### config.mk
export PLATFORM = sky130hd
export DESIGN_NAME = sha_mem_responder
export DESIGN_NICKNAME = d
export VERILOG_FILES = /design/src/rtl/sha_mem_responder.sv
export SDC_FILE = /design/constraint.sdc
export NUM_CORES = 2
export LEC_CHECK = 0
export ABC_AREA = 1
export CAP_MARGIN = 20
export CELL_PAD_IN_SITES_DETAIL_PLACEMENT = 1
export CELL_PAD_IN_SITES_GLOBAL_PLACEMENT = 1
export CORE_ASPECT_RATIO = 2
export CORE_MARGIN = 4
export CORE_UTILIZATION = 50
export CTS_CLUSTER_SIZE = 40
export DETAILED_ROUTE_END_ITERATION = 12
export PLACE_DENSITY_LB_ADDON = 0.1
export SYNTH_ARGS = -nofsm -noshare
export SYNTH_HDL_FRONTEND = slang
export SYNTH_SLANG_ARGS = --single-unit
### constraint.sdc
create_clock -name clk -period 7.5 [get_ports clk]
set_input_delay 1.125 -clock clk [delete_from_list [all_inputs] [get_ports clk]]
set_output_delay 1.125 -clock clk [all_outputs]
set_load 0.01 [all_outputs]
### src/rtl/sha_mem_responder.sv
// sha_mem_responder: word-addressed memory responder for the SHA-256 hash engine.
// A host streams NUM_OF_WORDS message words in; the block then pulses eng_start,
// serves the engine's mem_* bus until eng_done, and streams the 8 hash words out.
//
// Ports:
//   clk, reset              single clock, synchronous active-high reset
//   in_valid/in_ready/in_data    host message word stream (in_ready combinational)
//   out_valid/out_ready/out_data hash word stream, h0 first
//   busy                    high whenever the FSM is not in LOAD
//   err                     sticky out-of-range access flag
//   eng_start, eng_done     engine control (done is a level, high while idle)
//   eng_message_addr/eng_output_addr  constant base addresses for the engine
//   mem_we/mem_addr/mem_write_data/mem_read_data  engine memory bus
//
// Build option: define SHA_RESP_ERR_EN to range-check every access and drive err;
// without it addresses wrap modulo MEM_DEPTH and err is tied low.
module sha_mem_responder #(
   parameter int unsigned NUM_OF_WORDS = 20,
   parameter int unsigned MEM_DEPTH    = 64,
   parameter int unsigned MSG_BASE     = 0,
   parameter int unsigned OUT_BASE     = 32
) (
   input  logic        clk,
   input  logic        reset,
   input  logic        in_valid,
   input  logic [31:0] in_data,
   output logic        in_ready,
   output logic        out_valid,
   output logic [31:0] out_data,
   input  logic        out_ready,
   output logic        busy,
   output logic        err,
   output logic        eng_start,
   input  logic        eng_done,
   output logic [15:0] eng_message_addr,
   output logic [15:0] eng_output_addr,
   input  logic        mem_we,
   input  logic [15:0] mem_addr,
   input  logic [31:0] mem_write_data,
   output logic [31:0] mem_read_data
);

   localparam int unsigned AW      = $clog2(MEM_DEPTH);
   localparam int unsigned CNT_MAX = (NUM_OF_WORDS > 8) ? NUM_OF_WORDS : 8;
   localparam int unsigned CW      = $clog2(CNT_MAX + 1);

   typedef enum logic [2:0] {
      S_LOAD,
      S_START,
      S_WAIT_BUSY,
      S_SERVE,
      S_FETCH,
      S_PRESENT
   } state_t;

   state_t         state, state_d;
   logic [CW-1:0]  count, count_d;
   logic           out_valid_d;
   logic [31:0]    out_data_d;

   logic [15:0]    msg_addr, out_addr, wr_addr;
   logic [31:0]    wr_data, rd_data, fetch_data;
   logic           load_we, eng_we, wr_req;
   logic           wr_ok, rd_ok, fetch_ok;

   logic [31:0]    mem [MEM_DEPTH];

   assign eng_message_addr = 16'(MSG_BASE);
   assign eng_output_addr  = 16'(OUT_BASE);
   assign in_ready         = (state == S_LOAD);

   // Address generation and write-port arbitration (load and engine writes never overlap by state)
   always_comb begin
      msg_addr = 16'(MSG_BASE) + 16'(count);
      out_addr = 16'(OUT_BASE) + 16'(count);
      load_we  = (state == S_LOAD) && in_valid;
      eng_we   = (state == S_SERVE) && mem_we && !eng_done;
      wr_req   = load_we || eng_we;
      wr_addr  = load_we ? msg_addr : mem_addr;
      wr_data  = load_we ? in_data  : mem_write_data;
   end

`ifdef SHA_RESP_ERR_EN
   function automatic logic in_range(input logic [15:0] a);
      return (32'(a) < MEM_DEPTH);
   endfunction

   assign wr_ok    = in_range(wr_addr);
   assign rd_ok    = in_range(mem_addr);
   assign fetch_ok = in_range(out_addr);

   // Sticky error: engine-port reads happen every cycle, so any out-of-range mem_addr counts
   always_ff @(posedge clk) begin
      if (reset) begin
         err <= 1'b0;
      end else if (!rd_ok || (wr_req && !wr_ok) || ((state == S_FETCH) && !fetch_ok)) begin
         err <= 1'b1;
      end
   end
`else
   logic unused_hi;

   assign wr_ok     = 1'b1;
   assign rd_ok     = 1'b1;
   assign fetch_ok  = 1'b1;
   assign err       = 1'b0;
   // Upper address bits are dropped when addresses wrap
   assign unused_hi = ^{wr_addr[15:AW], out_addr[15:AW], mem_addr[15:AW]};
`endif

   assign rd_data    = rd_ok    ? mem[mem_addr[AW-1:0]] : 32'h0;
   assign fetch_data = fetch_ok ? mem[out_addr[AW-1:0]] : 32'h0;

   // Storage write port; contents are not reset
   always_ff @(posedge clk) begin
      if (!reset && wr_req && wr_ok) begin
         mem[wr_addr[AW-1:0]] <= wr_data;
      end
   end

   // State and output registers
   always_ff @(posedge clk) begin
      if (reset) begin
         state         <= S_LOAD;
         count         <= '0;
         out_valid     <= 1'b0;
         out_data      <= '0;
         eng_start     <= 1'b0;
         busy          <= 1'b0;
         mem_read_data <= '0;
      end else begin
         state         <= state_d;
         count         <= count_d;
         out_valid     <= out_valid_d;
         out_data      <= out_data_d;
         eng_start     <= (state_d == S_START);
         busy          <= (state_d != S_LOAD);
         mem_read_data <= rd_data;
      end
   end

   // Next-state logic
   always_comb begin
      state_d     = state;
      count_d     = count;
      out_valid_d = out_valid;
      out_data_d  = out_data;

      case (state)
         S_LOAD: begin
            if (in_valid) begin
               if (count == CW'(NUM_OF_WORDS - 1)) begin
                  count_d = '0;
                  state_d = S_START;
               end else begin
                  count_d = count + CW'(1);
               end
            end
         end
         S_START: begin
            state_d = S_WAIT_BUSY;
         end
         S_WAIT_BUSY: begin
            if (!eng_done) state_d = S_SERVE;
         end
         S_SERVE: begin
            if (eng_done) begin
               count_d = '0;
               state_d = S_FETCH;
            end
         end
         S_FETCH: begin
            out_data_d  = fetch_data;
            out_valid_d = 1'b1;
            state_d     = S_PRESENT;
         end
         S_PRESENT: begin
            if (out_ready) begin
               out_valid_d = 1'b0;
               if (count == CW'(7)) begin
                  count_d = '0;
                  state_d = S_LOAD;
               end else begin
                  count_d = count + CW'(1);
                  state_d = S_FETCH;
               end
            end
         end
         default: begin
            state_d = S_LOAD;
            count_d = '0;
         end
      endcase
   end

endmodule

* Word level (Yosys, flattened, before mapping)
Memory sizes are Yosys's and may differ from the RTL's. A register that Yosys moved wholly into a read port is not among the register bits.
Cells that the tools add are included.
** Word-level totals
- Register bits :: 11
- RAM bits :: 2048
- Output and inout port bits :: 101
- Memories :: 1
** Memory list
- mem :: depth 64, width 32, rd ports 2, clocked after Yosys merged registers in 2, wr ports 1, line 66 : logic [31:0] mem [MEM_DEPTH];
** Cells by class
- Add/subtract/negate cells :: 2
- Eq/ne operators :: 11
- Multiplexer cells :: 19
- Bitwise gates (word level) :: 1
- Reductions and logical operators :: 13
** Operator list (count)
- 32-bit 2-to-1 mux :: 1
- 5-bit 2-to-1 mux :: 5
- 5-bit one-hot mux with 4 select lines :: 1
- 3-bit 2-to-1 mux :: 6
- 3-bit one-hot mux with 6 select lines :: 1
- 6-bit by 5-bit adder with 6-bit output, first input constant :: 1
- 3-bit by 1-bit equality test with 1-bit output, second input constant :: 2
- 3-bit by 2-bit equality test with 1-bit output, second input constant :: 2
- 3-bit equality test, second input constant :: 2
- 6-bit 2-to-1 mux :: 1
- 2-bit inequality test, second input constant :: 3
- 5-bit by 1-bit adder with 5-bit output, second input constant :: 1
- 5-bit by 3-bit equality test with 1-bit output, second input constant :: 1
- 5-bit equality test, second input constant :: 1
- 1-bit logical AND :: 4
- 4-bit AND reduction :: 1
- 3-bit zero test :: 1
- 1-bit 2-to-1 mux :: 3
- 3-bit nonzero test :: 1
- 3-bit OR reduction :: 1
- 1-bit zero test :: 2
- 1-bit one-hot mux with 2 select lines :: 1
- 2-bit AND reduction :: 1
- 2-bit nonzero test :: 1
- other kinds (2) :: 2

* Logic depth before layout (Yosys ltp)
- Depth after elaboration :: 7
- Gate-level depth with buffers :: 14
- Mapped depth without buffers :: 11

* Least setup slack after synthesis
No wires, ideal clock.
- Path kind :: input port to flip-flop
- From :: input mem_addr[0]
- To :: memory mem[24][0], enable pin
- Setup time :: 0.501 ns
- Data arrival time :: 5.137 ns
- Setup slack :: 1.862 ns
- Stages :: 8
- Cells stage by stage :: clkbuf_2 > inv_1 > buf_2 > buf_2 > nand2_1 > o21ai_2 > inv_2 > nor4_1
** Between the ends
- Word-level cells in the longest chain between the ends :: 1
** Ends and longest elaborated chain
- start, declared :: line 38 : input logic [15:0] mem_addr,
- 6-bit 2-to-1 mux :: line 79 : wr_addr = load_we ? msg_addr : mem_addr;
- end, declared :: line 66
Every way passes these cells.

* Final worst setup path
- From :: input in_valid
- To :: memory mem[39][21], enable pin
** Between the ends
- Word-level cells in the longest chain between the ends :: 5
** Ends and longest elaborated chain
- start, declared :: line 25 : input logic in_valid,
- 1-bit logical AND * :: line 76 : load_we = (state == S_LOAD) && in_valid;
- 1-bit logical OR :: line 78 : wr_req = load_we || eng_we;
- 1-bit logical AND :: line 116 : if (!reset && wr_req && wr_ok) begin
- 1-bit 2-to-1 mux :: line 116
- 1-bit 2-to-1 mux (not written as such) :: line 117 : mem[wr_addr[AW-1:0]] <= wr_data;
Every way passes the cells marked *; elsewhere a longest branch is shown, timed or not.

==> summary.md <==
| Metric | Value |
|---|---|
| Final worst-path setup slack | `2.85 ns` |
| Vias in the first global route | `80100` |
| Buffers from clock root to sink, at most | `4` |
| CP max stage cell | `nor2_4` |
| Combinational share of power | `0.093` |
| Most used flip-flop cell after synthesis | `edfxtp_1` |
| H-tree levels | `4` |
| Initial Util | `0.504` |
| Yosys top cell area share | `0.649` |
| Pin count of the biggest net entering global routing | `197` |
| DRT Pass-1 Iters | `6` |
| CTS buffer count | `193` |
| Syn Std Cell Area | `94700 um^2` |
| Met1 usage | `0.407` |
| Period utilization | `0.620` |
| Top cells by count, synth | `nand2_1, edfxtp_1, nand3_1` |
| # IOs | `187` |
| FF-to-FF Start | `state[0]$_SDFF_PP0_` |
| Cells after Synth | `about 9400` |
| DR vias/cell | `6.31` |
| Total track usage | `0.348` |
| Post-Synth Simple-Gate Area | `0.254` |
| Post-synthesis sequential area ratio | `0.665` |
| DRT antenna net count | `0` |
| Critical path origin | `in_valid` |
| Placed insts | `roughly 12000` |
| FF+latch count, synth | `2123` |
| Fillers | `20400` |
| Rows | `225` |
| EDFF count, synth | `slightly above 2000` |
| CP peak stage delay | `1.23 ns` |
| Grt peak-use layer | `met2` |
| Status | `complete, no violations` |
| Clock sink total | `2123` |
| Max-cap violations | `0` |
| Sequential cell area | `63000 um^2` |
| Sw Share | `0.245` |
| Cell family with most CP delay | `simple AND/OR/NAND/NOR gates` |
| Peak VDD IR | `0.000213 V` |
| Detailed-route DRC error count | `0` |
| Initial antenna violation count | `10` |
| Power per cell area | `248 nW/um^2` |
| Ys async rst share | `0` |
| Later-pin clock latency in the skew report | `around 0.88 ns` |
| Final Non-Filler Cells | `11900` |
| Reg2Reg Setup Slack | `3.03 ns` |
| DRT iter0 DRCs | `7097` |
| Max Clock Skew | `0.0676 ns` |
| GPL Wtd Cong | `0.816` |
| Synth area leader | `edfxtp_1` |
| Fin. max-slew vios | `0` |
| Fin Setup TNS | `0 ns` |
| CP cell instances | `clkdlybuf4s50_1, nand2_2, buf_4, o21ai_2, nand4_1, nor2_4, buf_4` |
| Finish-stage setup viols | `0` |
| Port Buffers | `143` |
| Routed wire length | `348000 um` |
| P_sw | `6.38 mW` |
| Int Pwr | `19.7 mW` |
| Setup crit end | `mem[39][21]$_DFFE_PP_` |
| Clock power frac | `0.402` |
| Proportion of layout cells with a drive suffix above 1 | `0.0650` |
| Die H | `623 um` |
| Area of the multi-input gates | `28900 um^2` |
| CTS tree | `yes` |
| Post-synthesis mux area share | `0` |
| Met3 Track Usage GR | `0.0487` |
| Die Area | `between 150000 and 200000 um^2` |
| GRT overflow | `0` |
| Main combinational cell family by area after synthesis | `simple AND/OR/NAND/NOR gates` |
| Tightest Pin Transition | `1.20 ns` |
| Rel. slew slack | `0.195` |
| Worst slack, placed | `roughly 2.1 ns` |
| WP buf/inv | `3` |
| Worst reg2reg endpoint | `mem[39][21]$_DFFE_PP_` |
| Post-CTS Setup Inserts | `0` |
| Critical path capture point type | `register` |
| Tmin final | `4.65 ns` |
| Worst-path clk slew | `approximately 0.070 ns` |
| Die Wd | `316 um` |
| CP Max Fanout | `37` |
| Leakage power total | `around 38 nW` |
| Synth Area in Adders | `0.000132` |
| Syn_area_per_cell | `10.1 um^2` |
| Area Growth Syn to Fin | `11.1%` |
| Critical path's most frequent cell | `buf_4` |
| Startpoint types | `input pin` |
| Post-cts resize count | `0` |
| Clock root buffer master | `clkbuf_16` |
| Post-Synth XOR/XNOR Area | `0` |
| Yosys cell types | `40` |
| Reg power frac | `0.505` |
| Area contributors post-synth | `edfxtp_1, nand2_1, nand3_1` |
| WL per Instance | `29.2 um` |
| Yosys warns | `0` |
| Most numerous cell in the Yosys netlist | `nand2_1` |
| Stages on the worst setup path | `7` |
| Worst hold path type | `register to register` |
| Final Hold Vio Count | `0` |
| Worst EP arrival | `5.16 ns` |
| RSZ-0062 raised after global routing | `no` |
| Post-synthesis compound-gate area fraction | `0.0434` |
| Post-detail-place hpwl | `194000 um` |
| Global-route wire length before repair | `approximately 510000 um` |
| Reg2Reg Depth | `9` |
| Crit Path Class | `input pin to register` |
| Vias | `75200` |
| Worst endpoint required time | `8.01 ns` |
| Total Nets Final | `9350` |
| Core Area | `around 190000 um^2` |
| Fmax | `around 220 MHz` |
| Met2 Use GR | `0.615` |
| Hold buffer count at CTS | `0` |
==> layout make-up <==
class,count,share of cell area
multi-input combinational,6555,0.275
clock buffer,251,0.0508
clock inverter,95,0.0114
tap,2497,0.0297
inverter,59,0.00255
sequential,2123,0.599
antenna,3,0.0000714
timing repair buffer,331,0.0317
==> cell families after synthesis <==
| logic type | Yosys count |
|---|---|
| and+or+nand+nor | 5733 |
| DFF | 2123 |
| other | 2 |
| buffers and inverters | 765 |
| AOI/OAI and AO/OA | 788 |
| adders and majority gates | 1 |
==> power by group through the flow <==
stage               Clock, mW  Combinational [mW]  Sequential [mW]
global placement            0                2.26             13.4
finish                   10.5                2.42             13.2
CTS                      10.6                2.36             13.2
global route             11.1                2.60             13.2
floorplan                   0                1.43             13.4
detailed placement          0                2.34             13.4
==> tightest hold or removal path, cell delays in order, from the launching register on <==
cell,delay [ns]
dfxtp_1,0.32
o21ai_0,0.08
a21oi_1,0.10
==> metrics by stage <==
step                hold WS, ns  area [um^2]  power (mW)   util
floorplan                 0.522        94800        14.9      -
global placement          0.525        98400        15.7  0.523
detailed placement        0.529        98400        15.8  0.523
CTS                       0.553       105000        26.1  0.558
global route              0.586       105000        26.8  0.559
finish                    0.546       105000        26.1  0.559
==> registers in the layout, summed over array words and instances (netlist names) <==
signal,flops
mem_read_data,32
count,5
eng_start,1
state,3
out_data,32
out_valid,1
mem,2048
busy,1
==> cell usage in the layout (no fill, tap or decap), drive strengths merged, types with 2 or more instances in the layout <==
cell type | netlist | final
diode | 0 | 3
nor4 | 2 | 2
nand3b | 19 | 19
clkinv | 2 | 60
or2 | 2 | 2
o22ai | 88 | 88
dfxtp | 75 | 75
bufinv | 0 | 28
nand2 | 2946 | 2946
inv | 57 | 58
clkbuf | 285 | 251
clkinvlp | 0 | 8
clkdlybuf4s50 | 0 | 137
nand4 | 9 | 9
o211ai | 3 | 3
o21ai | 525 | 525
buf | 421 | 194
a21oi | 166 | 166
nand3 | 1914 | 1914
a31oi | 3 | 3
conb | 2 | 33
edfxtp | 2048 | 2048
nor2 | 830 | 830
nor3 | 10 | 10
==> worst min-delay path by stage <==
stage	start	end	cells after the start	slack, ns
after floorplan	count[3]$_SDFFE_PP0P_	count[3]$_SDFFE_PP0P_	2	0.52
after global placement	out_data[29]$_SDFFE_PP0P_	out_data[29]$_SDFFE_PP0P_	2	0.52
after detailed placement	out_valid$_SDFFE_PP0P_	out_valid$_SDFFE_PP0P_	2	0.53
after CTS	out_data[20]$_SDFFE_PP0P_	out_data[20]$_SDFFE_PP0P_	2	0.55
after global routing	out_data[29]$_SDFFE_PP0P_	out_data[29]$_SDFFE_PP0P_	2	0.59
final	out_valid$_SDFFE_PP0P_	out_valid$_SDFFE_PP0P_	2	0.55
==> routing by layer <==
layer  up-vias  part of all wire
met3      1108             0.071
met4         6             0.064
li1      32300                 -
met5         -           0.00011
met2      3574              0.51
met1     38200              0.35
Note: power is estimated with default switching activity, not from simulation.
